`src/rtl/mul_hilo_unit.sv`:
```
// Iterative shift-and-add multiplier holding its product in HI/LO registers.
// Serves mfhi/mflo reads and stalls the datapath while a product is pending.
module mul_hilo_unit #(
    parameter int WIDTH      = 32,
    parameter int RADIX_BITS = 1
) (
    input  logic             clk,
    input  logic             reset,
    input  logic             start,
    input  logic             signed_op,
    input  logic [WIDTH-1:0] srca,
    input  logic [WIDTH-1:0] srcb,
    input  logic             mf_req,
    input  logic             mf_sel,
    output logic [WIDTH-1:0] result,
    output logic             busy,
    output logic             done,
    output logic             stall
);

    localparam int N  = WIDTH / RADIX_BITS;
    localparam int CW = $clog2(N + 1);

    typedef enum logic {
        IDLE = 1'b0,
        RUN  = 1'b1
    } state_t;

    state_t             state;
    logic [2*WIDTH-1:0] mcand;
    logic [2*WIDTH-1:0] acc;
    logic [WIDTH-1:0]   mplier;
    logic [WIDTH-1:0]   hi;
    logic [WIDTH-1:0]   lo;
    logic [CW-1:0]      count;
    logic               neg;
    logic               done_r;

    logic [WIDTH-1:0]   mag_a;
    logic [WIDTH-1:0]   mag_b;
    logic [2*WIDTH-1:0] pp;
    logic [2*WIDTH-1:0] acc_next;
    logic [2*WIDTH-1:0] acc_final;

    // Magnitudes stay unsigned WIDTH bits, so the most negative value maps onto itself.
    always_comb begin
        mag_a = (signed_op && srca[WIDTH-1]) ? -srca : srca;
        mag_b = (signed_op && srcb[WIDTH-1]) ? -srcb : srcb;
    end

    always_comb begin
        pp = '0;
        for (int i = 0; i < RADIX_BITS; i++) begin
            if (mplier[i]) begin
                pp = pp + (mcand << i);
            end
        end
        acc_next  = acc + pp;
        acc_final = neg ? -acc_next : acc_next;
    end

    always_ff @(posedge clk) begin
        if (reset) begin
            state  <= IDLE;
            mcand  <= '0;
            acc    <= '0;
            mplier <= '0;
            hi     <= '0;
            lo     <= '0;
            count  <= '0;
            neg    <= 1'b0;
            done_r <= 1'b0;
        end else begin
            done_r <= 1'b0;
            case (state)
                IDLE: begin
                    if (start) begin
                        mcand  <= {{WIDTH{1'b0}}, mag_a};
                        mplier <= mag_b;
                        neg    <= signed_op & (srca[WIDTH-1] ^ srcb[WIDTH-1]);
                        acc    <= '0;
                        count  <= CW'(N);
                        state  <= RUN;
                    end
                end
                RUN: begin
                    // Further start pulses are ignored here; nothing is queued.
                    acc    <= acc_next;
                    mplier <= mplier >> RADIX_BITS;
                    mcand  <= mcand << RADIX_BITS;
                    count  <= count - CW'(1);
                    if (count == CW'(1)) begin
                        {hi, lo} <= acc_final;
                        done_r   <= 1'b1;
                        state    <= IDLE;
                    end
                end
                default: state <= IDLE;
            endcase
        end
    end

    assign busy   = (state == RUN);
    assign done   = done_r;
    assign stall  = mf_req & busy;
    assign result = mf_sel ? hi : lo;

endmodule

```
`config.mk`:
```
export PLATFORM = sky130hd
export DESIGN_NAME = mul_hilo_unit
export DESIGN_NICKNAME = d
export VERILOG_FILES = /design/src/rtl/mul_hilo_unit.sv
export SDC_FILE = /design/constraint.sdc
export NUM_CORES = 1
export LEC_CHECK = 0
export ABC_AREA = 1
export BUFFER_PORTS_ARGS = -buffer_cell sky130_fd_sc_hd__buf_2
export CORE_MARGIN = 2
export CORE_UTILIZATION = 40
export DETAILED_ROUTE_END_ITERATION = 8
export GPL_TIMING_DRIVEN = 0
export PLACE_DENSITY_LB_ADDON = 0.1
export RECOVER_POWER = 50
export SLEW_MARGIN = 20
export SYNTH_ARGS = -nofsm -noshare
export SYNTH_HDL_FRONTEND = slang
export SYNTH_SLANG_ARGS = --single-unit
```
`constraint.sdc`:
```
create_clock -name clk -period 6.3 [get_ports clk]
set_input_delay 1.89 -clock clk [delete_from_list [all_inputs] [get_ports clk]]
set_output_delay 1.89 -clock clk [all_outputs]
set_load 0.01 [all_outputs]
```
==> impl.org, run 1 <==
** Place
- The wire-length estimate of the detail-placed layout is approximately 65 mm.
- Input and output buffers added on the ports amount to 103.
- The number of placed instances, taps included, is 4,103.
- RD Place Congestion :: 0.987
- Worst slack at placement :: 1.06 ns
- Placed cell areas :: just over 20,000 um2

** GRT
- The initial antenna violation count was 0.
- GRT Resource Usage Total :: 30.5%
- Entering global routing, the biggest net connects 14 pins.
- After global routing the overflow that remains totals 0.
- The number of global-route vias before repair was 19,900.
- The first global-routing pass estimated 116 mm of wire.

** Route
- Violation count after the first detailed-route iteration :: between 1,000 and 1,500
- Pre-Repair DR Iteration Count :: 5
- The routed design has 77.2 mm of wire.
- The routed layout has 21,500 vias.
- In the routed design, unresolved DRC markers number 0.
- Remaining antenna violation count after routing :: 0
- Final routed wire length divided by cell count :: 18.6 um
- Dividing the detail-routed via count by the number of cells gives 5.18.

** Clock tree
- Clock Tree Root :: clkbuf_16
- CTS built an H-tree with a depth of 1.
- Worst-Skew Late Latency :: approximately 0.59 ns
- Clock tree from TritonCTS :: done
- In this run the deepest clock path goes through 3 buffers.
- Count of clock tree sinks :: roughly 230
- Post-CTS Hold Buffers :: 0
- Clock-pin slew was measured on the worst setup and hold paths at roughly 0.060 ns.
- The number of setup buffers added after CTS is 0.
- The number of clock buffers added by TritonCTS is 29.
- Total of cells resized after clock tree synthesis :: 0

** Power
- Maximum resistive drop on vdd :: 0.224 mV
- Power spread over the standard cell area amounts to 174 nW/um2.
- The analysis attributes to cell leakage a power of 10.9 nW.

** Logic synthesis
- Count of mapped cells out of synthesis :: about 3,400
- The number of nets handed over by synthesis was 3,532.
- A synthesized cell averages approximately 5.6 um2.
- After synthesis the cells add up to 18,800 um2.
- Most area-hungry cell type in the Yosys netlist :: nand2_1
- Register area share after synthesis :: 24.8%
- During synthesis, Yosys emitted a total of 0 warnings.
- Summed over its instances, the top area cell type makes up 26.6% of the synthesized netlist area.
- Synthesis instantiated 47 different standard cells from the library.
- Sorting the synthesized cells by area gives the leading types as nand2_1 (27%), dfxtp_1 (25%), inv_1 (10%).
- After synthesis the netlist holds a flip-flop and latch count of 233.

** Job
- Number of max-capacitance violations reported :: 1

** Worst setup path
- Type of destination of the critical path :: register
- Maximum fanout along the worst path :: 10
- By startpoint and endpoint, the worst setup path is classified as reg2reg.
- STA classifies the critical path startpoint as a register.
- Data arrival, critical path :: 5.76 ns
- Required @ worst endpoint :: 6.76 ns
- Critical path launch point :: mplier[0]$_SDFFE_PP0P_
- Origin of the critical flop-to-flop path :: mplier[0]$_SDFFE_PP0P_

** Finish
- After routing the design area is approximately 21,000 um2.
- Total number of nets in the final design :: 3,666
- The area growth from synthesis to layout is 11.3%.
- Total inserted antenna cells :: 0
- Of the cells placed in the final design, the portion with a size suffix greater than 1 is between 6 and 7%.
- Area used by sequential logic in the layout :: 4660 um2
- Summing all multi-input logic gate instances after layout gives around 12,000 um2.
- The filler cells instantiated in the layout total about 5,300.
- For this run, the number of standard cells in the final layout without fillers is 4,148.

** Outcome
- The checks that failed: capacitance limit, slew limit.
- Run status :: finished, violations left

** STA
- The worst path meets setup with approximately 1 ns of slack.
- Worst-case clock skew :: 0.0257 ns
- Tightest Pin Transition :: 1.49 ns
- Total of endpoints with negative setup slack in the final report :: 0
- Final period utilization :: 84.2%
- The worst pin sits at a relative slew slack of -0.00713%.
- Final sum of negative setup slack :: 0 ns
- Post-layout min period :: approximately 5.3 ns
- Number of hold violations in the final report :: 0
- The count of pins over their slew limit is 1.
- RSZ-0062 raised after global routing :: false
- Maximum clock frequency :: 189 MHz

** Min path
- HP Class :: reg2reg
- Hold_sp :: hi[4]$_SDFFE_PP0P_

** Floorplanning
- I/O pin cnt :: ~110
- After floorplanning, the core was sized to cover 46,600 um2.
- Die Width :: 221 um
- Floorplan die area :: 48,800 um2
- Vert. Die Dim :: 221 um
- Starting utilization of the core area :: 40.5%
- The floorplan has 79 rows.
-- path summary, 6_finish.rpt --
check / endpoint / cells after the start / slack (ns)
setup / recovery: hi[19]$_SDFFE_PP0P_ / 25 / 1.0
hold / removal: hi[4]$_SDFFE_PP0P_ / 2 / 0.46
setup reg to reg: hi[19]$_SDFFE_PP0P_ / 25 / 1.0
hold reg to reg: hi[4]$_SDFFE_PP0P_ / 2 / 0.46
-- registers in the layout, summed over array words and instances, names as in the netlist --
signal	count
lo	32
hi	32
busy	1
neg	1
done	1
mplier	32
count	6
acc	64
mcand	64
-- synth_stat cells, drive strengths merged --
cell,instances
ha,68
o21a,1
fa,1
clkinv,8
inv,531
xnor2,7
mux2,4
o21bai,3
nand3,224
a31oi,56
or2,13
buf,15
nand3b,26
and3,1
o211ai,2
a22oi,10
a21oi,229
nor3,34
o31ai,2
a21o,1
nand2,1365
o22ai,17
nor4,7
nor2,270
o21ai,135
o311a,1
xor2,19
nand4,21
o32ai,2
clkbuf,87
dfxtp,233
-- where the power goes --
group	switching, mW	internal [mW]
sequential	0.0259	1.51
combinational	0.364	0.141
clock	0.679	0.930
total	1.07	2.58
-- routing by layer --
layer,global-route usage [%],vias up,routed length [um]
met5,0,-,0
met4,10.8,0,2850
met3,3.60,118,4090
met2,51.6,573,35400
met1,40.1,9901,34900
li1,-,10900,-
-- cell type report --
cell class	count	area share, %
Sequential cell	233	22.3
Clock buffer	40	3.90
Clock inverter	5	0.287
Buffer	102	1.89
Multi-Input combinational cell	2519	56.0
Inverter	539	9.65
Tap cell	607	3.62
Timing Repair Buffer	103	2.43
-- kinds of logic (layout without fill, tap and decap cells) --
| kind of cell | count (synthesis) | count (layout) | synth area share [%] |
|---|---|---|---|
| compound gates | 459 | 459 | 13.1 |
| xor+xnor | 26 | 26 | 1.25 |
| fa+ha+maj | 69 | 69 | 4.62 |
| buf+inv | 641 | 789 | 12.8 |
| flops | 233 | 233 | 24.8 |
| mux | 4 | 4 | 0.239 |
| simple gates | 1961 | 1961 | 43.2 |
-- layout by cell type (no fill, tap or decap), types with 29 or more instances in the layout --
| master | netlist | routed |
|---|---|---|
| nand2_1 | 1336 | 1336 |
| dfxtp_1 | 233 | 233 |
| clkbuf_1 | 87 | 103 |
| nor2_1 | 242 | 242 |
| nand3_1 | 217 | 218 |
| a21oi_1 | 228 | 228 |
| nor3_1 | 31 | 34 |
| buf_2 | 2 | 99 |
| inv_1 | 520 | 520 |
| o21ai_0 | 117 | 119 |
| clkbuf_16 | 0 | 29 |
| a31oi_1 | 56 | 56 |
| nand2_2 | 29 | 29 |
| ha_1 | 68 | 68 |
-- per-stage QoR --
step / power, mW / utilization [%] / hold WS (ns)
4_1_cts: 3.68 / 45.1 / 0.454
3_3_place_gp: 2.06 / 43.2 / 0.439
6_report: 3.65 / 45.0 / 0.456
3_5_place_dp: 2.07 / 43.2 / 0.441
5_1_grt: 3.79 / 45.0 / 0.472
2_1_floorplan: 1.88 / - / 0.421
-- worst max-delay path, stage by stage, from the launching register on --
cell and delay, ns:
dfxtp_1 0.32, clkbuf_1 0.58, clkbuf_1 0.53, nand2_1 0.13, inv_1 0.07, ha_1 0.31
inv_1 0.09, fa_1 0.44, inv_1 0.17, nand3_1 0.11, nand2_1 0.16, nand2_1 0.10
nand2_2 0.10, nand2_1 0.07, nand3_1 0.07, nand2_1 0.18, nor2_2 0.18, nand2_1 0.10
nor3_1 0.66, nand2_1 0.12, nor2_1 0.19, nand3_1 0.12, nand2_1 0.08, nand2_1 0.05
nand3_1 0.15, nand2_1 0.06
Power figures use the tool's default switching activity.
==> inputs of run 2 (changes only) <==
==> constraint.sdc (replaced) <==
create_clock -name clk -period 4.3 [get_ports clk]
set_input_delay 1.29 -clock clk [delete_from_list [all_inputs] [get_ports clk]]
set_output_delay 1.29 -clock clk [all_outputs]
set_load 0.01 [all_outputs]
==> run 2 against run 1 <==
The run now ends clean; clock power up 47%; die area unchanged; largest cell class unchanged; via count down 0.48%; cell area up 0.77%; utilization up 0.35 points; first-iteration DRC count up 2.9%; critical path depth down 2.
==> impl.org, run 2 (synthesized netlist as in run 1, its figures left out) <==
** Outcome
- Run status :: finished clean (was finished, violations left)

** Finish
- The number of antenna repair diodes was 0 (unchanged).
- The post-layout instance area came to 21,100 um2 (was 21,000 um2).
- The count of placed standard cells in the final layout, fillers left out is 4,149 (was 4,148).
- Top Registers: acc x64, mcand x64 (unchanged).
- The ratio of cells with drive above 1 in the final layout was 7.85% (was 6.69%).
- The core occupancy in the finished layout came to 45.4% (was 45.0%).
- The sequential cell area was 4660 um2 (unchanged).
- Commonest cells after routing, fill and taps aside :: nand2_1 (1,326), inv_1 (520), nor2_1 (233), dfxtp_1 (233), a21oi_1 (226) (was nand2_1 (1,336), inv_1 (520), nor2_1 (242), dfxtp_1 (233), a21oi_1 (228))
- The final-layout fill cell count is 5,268 (was 5,266).
- Most frequent standard cell in the layout excluding fill and tap cells :: nand2_1 (unchanged)
- The number of nets in the layout came to 3,667 (was 3,666).
- The area of the multi-input gates was 11,900 um2 (was 11,700 um2).
- The area added between synthesis and finish is 12.1% (was 11.3%).

** Floorplanning
- The die width was 221 um (unchanged).
- Starting utilization of the core area :: 40.5% (unchanged)
- I/O pin cnt :: 105 (unchanged)
- Vert. Die Dim :: 221 um (unchanged)
- The overall die area came to 48,800 um2 (unchanged).
- The floorplan row count came to 79 (unchanged).
- Floorplan core area :: 46,600 um2 (unchanged)

** Clock tree
- Worst-Skew Late Latency :: 0.59 ns (about the same)
- The clock-pin slew on the worst setup and hold paths is 0.06 ns (about the same).
- The buffer type at the clock tree root is clkbuf_16 (unchanged).
- H-tree levels :: 1 (unchanged)
- Count of clock tree sinks :: 233 (unchanged)
- Clock tree from TritonCTS :: done (unchanged)
- The maximum number of buffers from clock root to sink came to 3 (unchanged).
- Clock buffers created by TritonCTS :: 29 (unchanged)
- Post-CTS Hold Buffers :: 0 (unchanged)

** STA
- Max_slew headroom :: 29.6% (was -0.00713%)
- The pin slew with the least headroom to its limit is 1.06 ns (was 1.49 ns).
- Maximum clock frequency :: 246 MHz (was 189 MHz)
- The setup skew after layout is 0.0231 ns (was 0.0257 ns).
- The setup violation total in the final timing report is 0 (unchanged).
- Post-layout min period :: 4.07 ns (was 5.30 ns)
- Final period utilization :: 94.7% (was 84.2%)
- The count of pins over their slew limit was 0 (was 1).
- The number of hold violations in the final report came to 0 (unchanged).
- Final sum of negative setup slack :: 0 ns (unchanged)

** Place
- The number of buffer cells added on primary ports was 103 (unchanged).
- The placed instance area is 20,100 um2 (unchanged).
- RD Place Congestion :: 0.987 (unchanged)
- Placed instance count :: 4,103 (unchanged)
- The half-perimeter wire length after placement was 65.0 mm (unchanged).

** Route
- Total length of routed met2 wires :: 35.4 mm (about the same)
- Routed via count divided by cell count :: 5.15 (was 5.18)
- Top sig layer :: met4 (unchanged)
- # DRC :: 0 (unchanged)
- The post-detailed-routing wire length came to 77.2 mm (about the same).
- Pre-Repair DR Iteration Count :: 5 (unchanged)
- The met1 wire length is 34.9 mm (about the same).
- Final routed wire length divided by cell count :: 18.6 um (about the same)
- Remaining antenna violation count after routing :: 0 (unchanged)
- The starting DRC count in detailed routing is 1,538 (was 1,495).
- The total length of routed met3 wires came to 4.08 mm (was 4.09 mm).
- Vias :: 21,400 (was 21,500)

** Worst setup path
- The cell at the slowest stage of the critical path is fa_2 (was nor3_1).
- Cells along the critical path :: clkbuf_8 -> clkbuf_8 -> nand2_1 -> inv_1 -> ha_2 -> inv_1 -> fa_2 -> inv_1 -> nand3_1 -> nand2_2 -> nand3_1 -> nand4_1 -> nand2_1 -> nor2_2 -> nand3b_4 -> nor2_2 -> nand2_2 -> o21ai_2 -> nand2_2 -> nor2_2 -> nand2_1 -> nand3_2 -> o21ai_1
- The startpoint class of the critical path is a register (unchanged).
- The kind of critical path is reg2reg (unchanged).
- Type of destination of the critical path :: register (unchanged)
- Data arrival, critical path :: 4.52 ns (was 5.76 ns)
- The maximum single-stage delay on the critical path is 0.38 ns (was 0.66 ns).
- Maximum fanout along the worst path :: 10 (unchanged)
- The required time reported for the critical path endpoint was 4.75 ns (was 6.76 ns).

** Power
- The power density over the cells came to 254 nW/um2 (was 174 nW/um2).
- The largest voltage drop on the vdd net came to 0.327 mV (was 0.224 mV).
- Leakage power of the design :: 11.0 nW (was 10.9 nW)

** GRT
- Pin count of the biggest net entering global routing :: 14 (unchanged)
- Overall overflow remaining after global route :: 0 (unchanged)
- Via count of the first global-routing pass :: 19,900 (about the same)
- Number of antenna violations at the first check in global routing :: 0 (unchanged)
- First-pass GRT wire length :: 116 mm (about the same)
- The global routing usage summed across all routing layers came to 30.5% (about the same).

** Min path
- The path class of the lowest-slack min-delay path is reg2reg (unchanged).

** Job
- The max-capacitance violation count came to 0 (was 1).
-- run 2: area by class of cell --
type,count,share of cell area [%]
Multi-Input combinational cell,2519,56.1
Sequential cell,233,22.1
Inverter,539,9.58
Clock buffer,40,3.87
Tap cell,607,3.60
Timing Repair Buffer,104,2.45
Buffer,102,2.01
Clock inverter,5,0.284
-- run 2: worst max-delay path, delay by kind of cell (launching register included) --
| kind | cells | cell delay (ns) |
|---|---|---|
| simple gates | 14 | 1.97 |
| buf+inv | 5 | 0.69 |
| fa+ha+maj | 2 | 0.64 |
| flops | 1 | 0.34 |
| compound gates | 2 | 0.31 |
-- run 2: worst paths after layout --
kind                                             start                  end  slack [ns]  cells after the start
worst max-delay path            mplier[0]$_SDFFE_PP0P_  hi[13]$_SDFFE_PP0P_        0.23                     23
worst min-delay path               hi[22]$_SDFFE_PP0P_  hi[22]$_SDFFE_PP0P_        0.45                      2
worst max register to register  mplier[0]$_SDFFE_PP0P_  hi[13]$_SDFFE_PP0P_        0.23                     23
worst min register to register     hi[22]$_SDFFE_PP0P_  hi[22]$_SDFFE_PP0P_        0.45                      2
-- run 2: power breakdown --
part / total (mW) / internal [mW] / leakage [nW] / switching, mW
combinational: 0.754 / 0.214 / 8.68 / 0.540
sequential: 2.25 / 2.21 / 1.89 / 0.0385
clock: 2.36 / 1.36 / 0.427 / 0.995
-- run 2: per-stage QoR --
| step | hold slack [ns] | power [mW] | setup WS, ns |
|---|---|---|---|
| after floorplan | 0.421 | 2.75 | 0.866 |
| after global placement | 0.439 | 3.02 | -0.900 |
| after detailed placement | 0.441 | 3.03 | -0.940 |
| after CTS | 0.454 | 5.40 | 0.0335 |
| after global routing | 0.472 | 5.56 | -0.0135 |
| final | 0.454 | 5.36 | 0.229 |
-- run 2: per-layer routing --
metal / vias up / global-route usage [%]
met4: 0 / 10.9
met1: 9827 / 40.1
met5: - / 0
met3: 114 / 3.60
met2: 548 / 51.6
li1: 10900 / -
-- run 2: repair_timing --
item                                    4_1_cts  5_1_grt
pin swaps                                     0        2
buffers inserted                              0        1
resized for setup                            14       33
endpoints found under the setup margin       56       30
